### src/rtl/gpu_regfile_pkg.sv
// Shared widths, writeback entry layout and arbitration states for the GPU
// register-file access controller.
package gpu_regfile_pkg;

    localparam int AW = 6;
    localparam int DW = 32;

    typedef struct packed {
        logic [AW-1:0] addr;
        logic [DW-1:0] data;
    } wb_entry_t;

    typedef enum logic [1:0] {
        IDLE,
        READ,
        WRITE
    } arb_state_e;

endpackage

### src/rtl/gpu_wb_queue.sv
// Writeback FIFO with per-slot valid taps and a youngest-match lookup for two
// source addresses; lookup data outputs exist only when GPU_REGFWD_EN is defined.
module gpu_wb_queue #(
    parameter int DEPTH = 4,
    parameter int AW    = gpu_regfile_pkg::AW,
    parameter int DW    = gpu_regfile_pkg::DW
) (
    input  logic          sys_clk,
    input  logic          sys_rst,
    input  logic          push,
    input  logic [AW-1:0] push_addr,
    input  logic [DW-1:0] push_data,
    input  logic          pop,
    output logic          full,
    output logic          empty,
    output logic [AW-1:0] head_addr,
    output logic [DW-1:0] head_data,
    input  logic [AW-1:0] look_a,
    input  logic [AW-1:0] look_b,
    output logic          hit_a,
    output logic          hit_b
`ifdef GPU_REGFWD_EN
    ,
    output logic [DW-1:0] fwd_a,
    output logic [DW-1:0] fwd_b
`endif
);

    localparam int PW = $clog2(DEPTH);

    logic [PW-1:0]    wr_ptr;
    logic [PW-1:0]    rd_ptr;
    logic [DEPTH-1:0] vld;
    logic [AW-1:0]    addr_q [DEPTH];
    logic [DW-1:0]    data_q [DEPTH];

    function automatic logic [PW-1:0] age_idx(input logic [PW-1:0] base, input int k);
        return base + PW'(k);
    endfunction

    assign full      = vld[wr_ptr];
    assign empty     = !vld[rd_ptr];
    assign head_addr = addr_q[rd_ptr];
    assign head_data = data_q[rd_ptr];

    always_ff @(posedge sys_clk) begin
        if (sys_rst) begin
            wr_ptr <= '0;
            rd_ptr <= '0;
            vld    <= '0;
        end else begin
            if (push) begin
                vld[wr_ptr] <= 1'b1;
                wr_ptr      <= wr_ptr + 1'b1;
            end
            if (pop) begin
                vld[rd_ptr] <= 1'b0;
                rd_ptr      <= rd_ptr + 1'b1;
            end
        end
    end

    // NOTE: the entry storage has no reset; the valid bits alone decide which
    // slots are live, so stale contents after reset are never observed.
    always_ff @(posedge sys_clk) begin
        if (push) begin
            addr_q[wr_ptr] <= push_addr;
            data_q[wr_ptr] <= push_data;
        end
    end

    // Scan oldest to youngest so that a later match overrides an earlier one.
    always_comb begin
        hit_a = 1'b0;
        hit_b = 1'b0;
`ifdef GPU_REGFWD_EN
        fwd_a = '0;
        fwd_b = '0;
`endif
        for (int k = 0; k < DEPTH; k++) begin
            if (vld[age_idx(rd_ptr, k)] && addr_q[age_idx(rd_ptr, k)] == look_a) begin
                hit_a = 1'b1;
`ifdef GPU_REGFWD_EN
                fwd_a = data_q[age_idx(rd_ptr, k)];
`endif
            end
            if (vld[age_idx(rd_ptr, k)] && addr_q[age_idx(rd_ptr, k)] == look_b) begin
                hit_b = 1'b1;
`ifdef GPU_REGFWD_EN
                fwd_b = data_q[age_idx(rd_ptr, k)];
`endif
            end
        end
    end

endmodule

### src/rtl/gpu_regfile_ctl.sv
// Register-file access controller: arbitrates operand fetches against queued
// writebacks on a dual-port RAM. GPU_REGFWD_EN selects forwarding over stalling.
module gpu_regfile_ctl #(
    parameter int WB_DEPTH = 4,
    parameter int AW       = gpu_regfile_pkg::AW,
    parameter int DW       = gpu_regfile_pkg::DW
) (
    input  logic          sys_clk,
    input  logic          sys_rst,
    input  logic          rd_valid,
    output logic          rd_ready,
    input  logic [AW-1:0] rd_srca,
    input  logic [AW-1:0] rd_srcb,
    output logic          op_valid,
    output logic [DW-1:0] op_a,
    output logic [DW-1:0] op_b,
    input  logic          wb_valid,
    output logic          wb_ready,
    input  logic [AW-1:0] wb_addr,
    input  logic [DW-1:0] wb_data,
    output logic [AW-1:0] ram_aa,
    output logic [DW-1:0] ram_da,
    output logic          ram_nwea,
    output logic          ram_clka,
    output logic [AW-1:0] ram_ab,
    output logic [DW-1:0] ram_db,
    output logic          ram_nweb,
    output logic          ram_clkb,
    input  logic [DW-1:0] ram_qa,
    input  logic [DW-1:0] ram_qb
);
    import gpu_regfile_pkg::*;

    logic          q_full;
    logic          q_empty;
    logic [AW-1:0] head_addr;
    logic [DW-1:0] head_data;
    logic          hit_a;
    logic          hit_b;
    logic          wb_push;
    arb_state_e    arb;

    assign wb_ready = !sys_rst && !q_full;
    assign wb_push  = wb_valid && wb_ready;

`ifdef GPU_REGFWD_EN
    logic [DW-1:0] fwd_a;
    logic [DW-1:0] fwd_b;
    logic          fwd_hit_a_q;
    logic          fwd_hit_b_q;
    logic [DW-1:0] fwd_data_a_q;
    logic [DW-1:0] fwd_data_b_q;

    assign rd_ready = !sys_rst && !q_full;
`else
    // A pending writeback to either source blocks the fetch until it drains.
    assign rd_ready = !sys_rst && !q_full && !hit_a && !hit_b;
`endif

    gpu_wb_queue #(
        .DEPTH (WB_DEPTH),
        .AW    (AW),
        .DW    (DW)
    ) u_wb_queue (
        .sys_clk   (sys_clk),
        .sys_rst   (sys_rst),
        .push      (wb_push),
        .push_addr (wb_addr),
        .push_data (wb_data),
        .pop       (arb == WRITE),
        .full      (q_full),
        .empty     (q_empty),
        .head_addr (head_addr),
        .head_data (head_data),
        .look_a    (rd_srca),
        .look_b    (rd_srcb),
        .hit_a     (hit_a),
        .hit_b     (hit_b)
`ifdef GPU_REGFWD_EN
        ,
        .fwd_a     (fwd_a),
        .fwd_b     (fwd_b)
`endif
    );

    // Reads win the cycle; a full queue drops rd_ready, which forces a drain.
    always_comb begin
        arb = IDLE;
        if (!sys_rst) begin
            if (rd_valid && rd_ready) begin
                arb = READ;
            end else if (!q_empty) begin
                arb = WRITE;
            end
        end
    end

    // RAM controls stay combinational so the registered RAM answers one cycle later.
    assign ram_da   = '0;
    assign ram_nwea = 1'b1;

    always_comb begin
        ram_aa   = '0;
        ram_clka = 1'b0;
        ram_ab   = '0;
        ram_db   = '0;
        ram_nweb = 1'b1;
        ram_clkb = 1'b0;
        case (arb)
            READ: begin
                ram_aa   = rd_srca;
                ram_ab   = rd_srcb;
                ram_clka = 1'b1;
                ram_clkb = 1'b1;
            end
            WRITE: begin
                ram_ab   = head_addr;
                ram_db   = head_data;
                ram_nweb = 1'b0;
                ram_clkb = 1'b1;
            end
            default: ;
        endcase
    end

    always_ff @(posedge sys_clk) begin
        if (sys_rst) begin
            op_valid     <= 1'b0;
`ifdef GPU_REGFWD_EN
            fwd_hit_a_q  <= 1'b0;
            fwd_hit_b_q  <= 1'b0;
            fwd_data_a_q <= '0;
            fwd_data_b_q <= '0;
`endif
        end else begin
            op_valid <= (arb == READ);
`ifdef GPU_REGFWD_EN
            if (arb == READ) begin
                fwd_hit_a_q  <= hit_a;
                fwd_hit_b_q  <= hit_b;
                fwd_data_a_q <= fwd_a;
                fwd_data_b_q <= fwd_b;
            end
`endif
        end
    end

`ifdef GPU_REGFWD_EN
    assign op_a = !op_valid ? '0 : (fwd_hit_a_q ? fwd_data_a_q : ram_qa);
    assign op_b = !op_valid ? '0 : (fwd_hit_b_q ? fwd_data_b_q : ram_qb);
`else
    assign op_a = op_valid ? ram_qa : '0;
    assign op_b = op_valid ? ram_qb : '0;
`endif

endmodule

### config.mk
export PLATFORM = sky130hd
export DESIGN_NAME = gpu_regfile_ctl
export DESIGN_NICKNAME = d
export VERILOG_FILES = /design/src/rtl/gpu_regfile_pkg.sv /design/src/rtl/gpu_wb_queue.sv /design/src/rtl/gpu_regfile_ctl.sv
export SDC_FILE = /design/constraint.sdc
export NUM_CORES = 1
export LEC_CHECK = 0
export BUFFER_PORTS_ARGS = -buffer_cell sky130_fd_sc_hd__buf_2
export CAP_MARGIN = 30
export CORE_MARGIN = 3
export CORE_UTILIZATION = 41
export CTS_BUF_LIST = sky130_fd_sc_hd__clkbuf_2 sky130_fd_sc_hd__clkbuf_4 sky130_fd_sc_hd__clkbuf_8
export DETAILED_ROUTE_END_ITERATION = 8
export GPL_TIMING_DRIVEN = 0
export PLACE_DENSITY = 0.69
export RECOVER_POWER = 25
export SYNTH_ARGS = -nofsm -noshare
export SYNTH_HDL_FRONTEND = slang
export SYNTH_SLANG_ARGS = --single-unit
### constraint.sdc
create_clock -name sys_clk -period 3.8 [get_ports sys_clk]
set_input_delay 0.19 -clock sys_clk [delete_from_list [all_inputs] [get_ports sys_clk]]
set_output_delay 0.19 -clock sys_clk [all_outputs]
set_load 0.005 [all_outputs]
==> flow_summary.toml <==
[drt]
viasPerCell = 4.84
wl_per_cell_um = 19.9
drcViolationCount = 0
vias = 5604
antenna_left = 0
routed_wl_um = 23000
drt-pass1-iter-count = 4
drtIter0Drc = 180

[synthesis]
synth_compound_area_frac = 0.0201
synth_area_leaders = "edfxtp_1 55%, mux4_2 12%, and2_1 7.7%"
synth-xor-area-share = 0.0567
ys_seq_elements = 163
synth.distinct_cells = 41
synth_top_family_by_area = "multiplexers"
synthCells = 551
yosys.area.top_type_share = 0.547
synth_mux_area_frac = 0.172
synth_simple_gate_area_share = 0.105
synthFlopType = "edfxtp_1"
ys_warn_count = 0
ys_async_sr_fraction = 0
synthAdderAreaFrac = 0.0150
syn_area_per_cell_um2 = 15.1
syn-cell-area_um2 = 8340
seq_area_frac_synth = 0.574
synth_edf_count = 152
synth_largest_area_cell = "edfxtp_1"

[die]
initial_core_util = 0.423
core_area_um2 = 19700
std_cell_rows = 51
dieArea_um2 = 22100
ios = 265
die_y_um = 149
die_x_um = 149

[setup_path]
r2r-end = "u_wb_queue.rd_ptr[1]"
critPathArrivalTime_ns = 3.99
ff2ff_path_depth = 15
worstSetupEndpointType = "primary output"
ff2ff_setup_slack_ns = 0.21
worstSetupPathType = "reg2out"
r2r_start = "u_wb_queue.rd_ptr[0]"
cp.required_ns = 3.61
path_max_fanout = 6
start_kind = "flip-flop"

[placed_design]
gp_congestion = 0.873
numPlacedInstances = 1070
portBuffers = 219
dpl.hpwl_um = 17200

[finish]
finalNetCount = 1003
fin_cells = 1157
drive_gt1_frac = 0.409
area_growth_pct = 32.1
fin_util = 0.559

[timing]
slew_headroom = 0.414
fin_ws_ns = -0.381
post-route-period-util = 1.10
setup_viol = 47
clock.fmax_mhz = 239
hold_violations = 0
rsz0062_at_grt = "true"
tightest_slew_ns = 0.879
timing.final.crit_period_ns = 4.18
slew_violations = 0
clock-skew-final_ns = 0.00939

[global_route]
globalRouteTotalUtil = 0.206
grt_overflow = 0
grt_pass1_wl_um = 33600
antenna_found_initial = 4
grt_pass1_vias = 5767
grt_max_degree = 30

[clock_tree]
root_buffer = "clkbuf_8"
cts_sinks = 163
cts_tree = "built"
htree_num_levels = 4
clockBufferDepth = 2
cts_buffers = 17
clk_pin_slew_ns = 0.08
clock_latency_ns = 0.44

[power_and_ir_drop]
ir_drop_mv = 0.267
powerDensity_nw_per_um2 = 339
power_leakage_nw = 4.32

[worst_hold_path]
holdCritStartpoint = "wb_valid"
hold_class = "in2reg"
worst_hold_path.endpoint = "u_wb_queue.wr_ptr[0]"
min_path_cells = 4

[job]
maxCapViolCount = 0

[outcome]
violations = "setup timing"
status = "finished with violations"
cell usage in the layout (no fill, tap or decap), types with 6 or more instances in the layout:
cell type      Yosys  final
edfxtp_1         152    152
xnor2_1           35     34
mux4_2            46     46
buf_4             34     47
ha_1              10      7
dlygate4sd3_1      0     38
nor3_1             7      7
mux4_1             8      8
a22oi_2            0      6
buf_2              3    192
conb_1             2     33
dfxtp_1           11      9
mux2i_1           12     12
clkbuf_1          25     44
nor2_1            18     17
buf_12             2      6
and2_1           103     99
clkbuf_8           0     21
xor2_1            19     19
buf_1              8      8
synthesized netlist by cell type (3+ instances only):
master and count:
edfxtp_1 152, clkbuf_1 25, ha_1 10, inv_1 6, nor4_1 3, xor2_1 19, buf_2 3, mux4_2 46
buf_1 8, nor2_1 18, o21a_1 5, and2_1 103, a21oi_1 4, dfxtp_1 11, xnor2_1 35, nand4_1 4
and3_1 4, mux4_1 8, a22oi_1 6, nor3_1 7, mux2i_1 12, buf_4 34, o211ai_1 3
registers in the layout, summed over array words and instances, names as in the netlist, named ones only:
signal / count
u_wb_queue.wr_ptr: 2
u_wb_queue.vld: 4
op_valid: 1
u_wb_queue.data_q: 128
u_wb_queue.addr_q: 24
u_wb_queue.rd_ptr: 2
kinds of logic after synthesis:
logic type / after synthesis
XOR/XNOR: 54
multiplexers: 71
other: 2
AND/OR/NAND/NOR: 148
buffers and inverters: 80
AO/OA/AOI/OAI: 23
flip-flops: 163
adder cells (fa/ha/maj): 10
worst max-delay path, stage by stage (launching register included):
cell       delay, ns
dfxtp_4         0.37
buf_12          0.10
buf_12          0.09
inv_6           0.03
ha_4            0.32
mux4_2          0.57
xnor2_2         0.16
nand4_1         0.10
or4_1           0.12
o211ai_1        0.10
or4b_4          0.59
or2_4           0.26
ha_4            0.21
clkbuf_16       0.18
a22oi_2         0.16
nor2_1          0.06
buf_2           0.12
layout make-up:
cell class	count	area [um^2]
inverters	7	31.3
repair buffers	277	1690
plain buffers	70	494
flip-flops and latches	163	4790
well taps	265	332
fillers	1627	8700
diodes	4	10.0
clock buffers	21	264
multi-input cells	339	3300
clock inverters	11	111
report_power, final:
group	switching, mW	total (mW)	internal (mW)
logic	0.248	0.529	0.281
registers	0.0164	2.02	2.01
clock network	0.585	1.19	0.604
total	0.850	3.74	2.89
routing by layer:
layer  vias up  wire length [um]  global-route usage
li1       2629                 -                   -
met1      2715              8400               0.225
met2       212             11900               0.358
met3        48              1500              0.0539
met4         0              1220               0.121
met5         -                 0                   0
what timing repair did:
item,in CTS,in global routing
hold endpoints to repair,152,0
endpoints found under the setup margin,57,55
resized for setup,43,7
buffers inserted,10,4
gates cloned,2,0
hold buffers,38,0
pin swaps,17,17
through the flow:
stage               hold slack, ns  setup TNS (ns)  total power [mW]  instance area, um^2  setup WS (ns)
global placement             0.404          -25.67              2.52                 9900         -0.675
floorplan                    0.289               0              2.35                 8480         0.0109
global route                 0.216          -21.71              3.90                11000         -0.542
finish                       0.200          -13.79              3.74                11000         -0.381
CTS                          0.172          -21.74              3.78                11000         -0.549
detailed placement           0.406          -26.65              2.53                 9990         -0.671
worst max-delay path by stage:
stage                              start    endpoint  slack [ns]
floorplan           u_wb_queue.rd_ptr[0]   ram_ab[0]        0.01
global placement    u_wb_queue.rd_ptr[0]  ram_db[11]       -0.67
detailed placement  u_wb_queue.rd_ptr[0]  ram_db[10]       -0.67
CTS                 u_wb_queue.rd_ptr[0]   ram_ab[1]       -0.55
global route        u_wb_queue.rd_ptr[0]   ram_ab[5]       -0.54
finish              u_wb_queue.rd_ptr[0]   ram_ab[1]       -0.38
No activity file was read; power rests on OpenSTA's default activity.
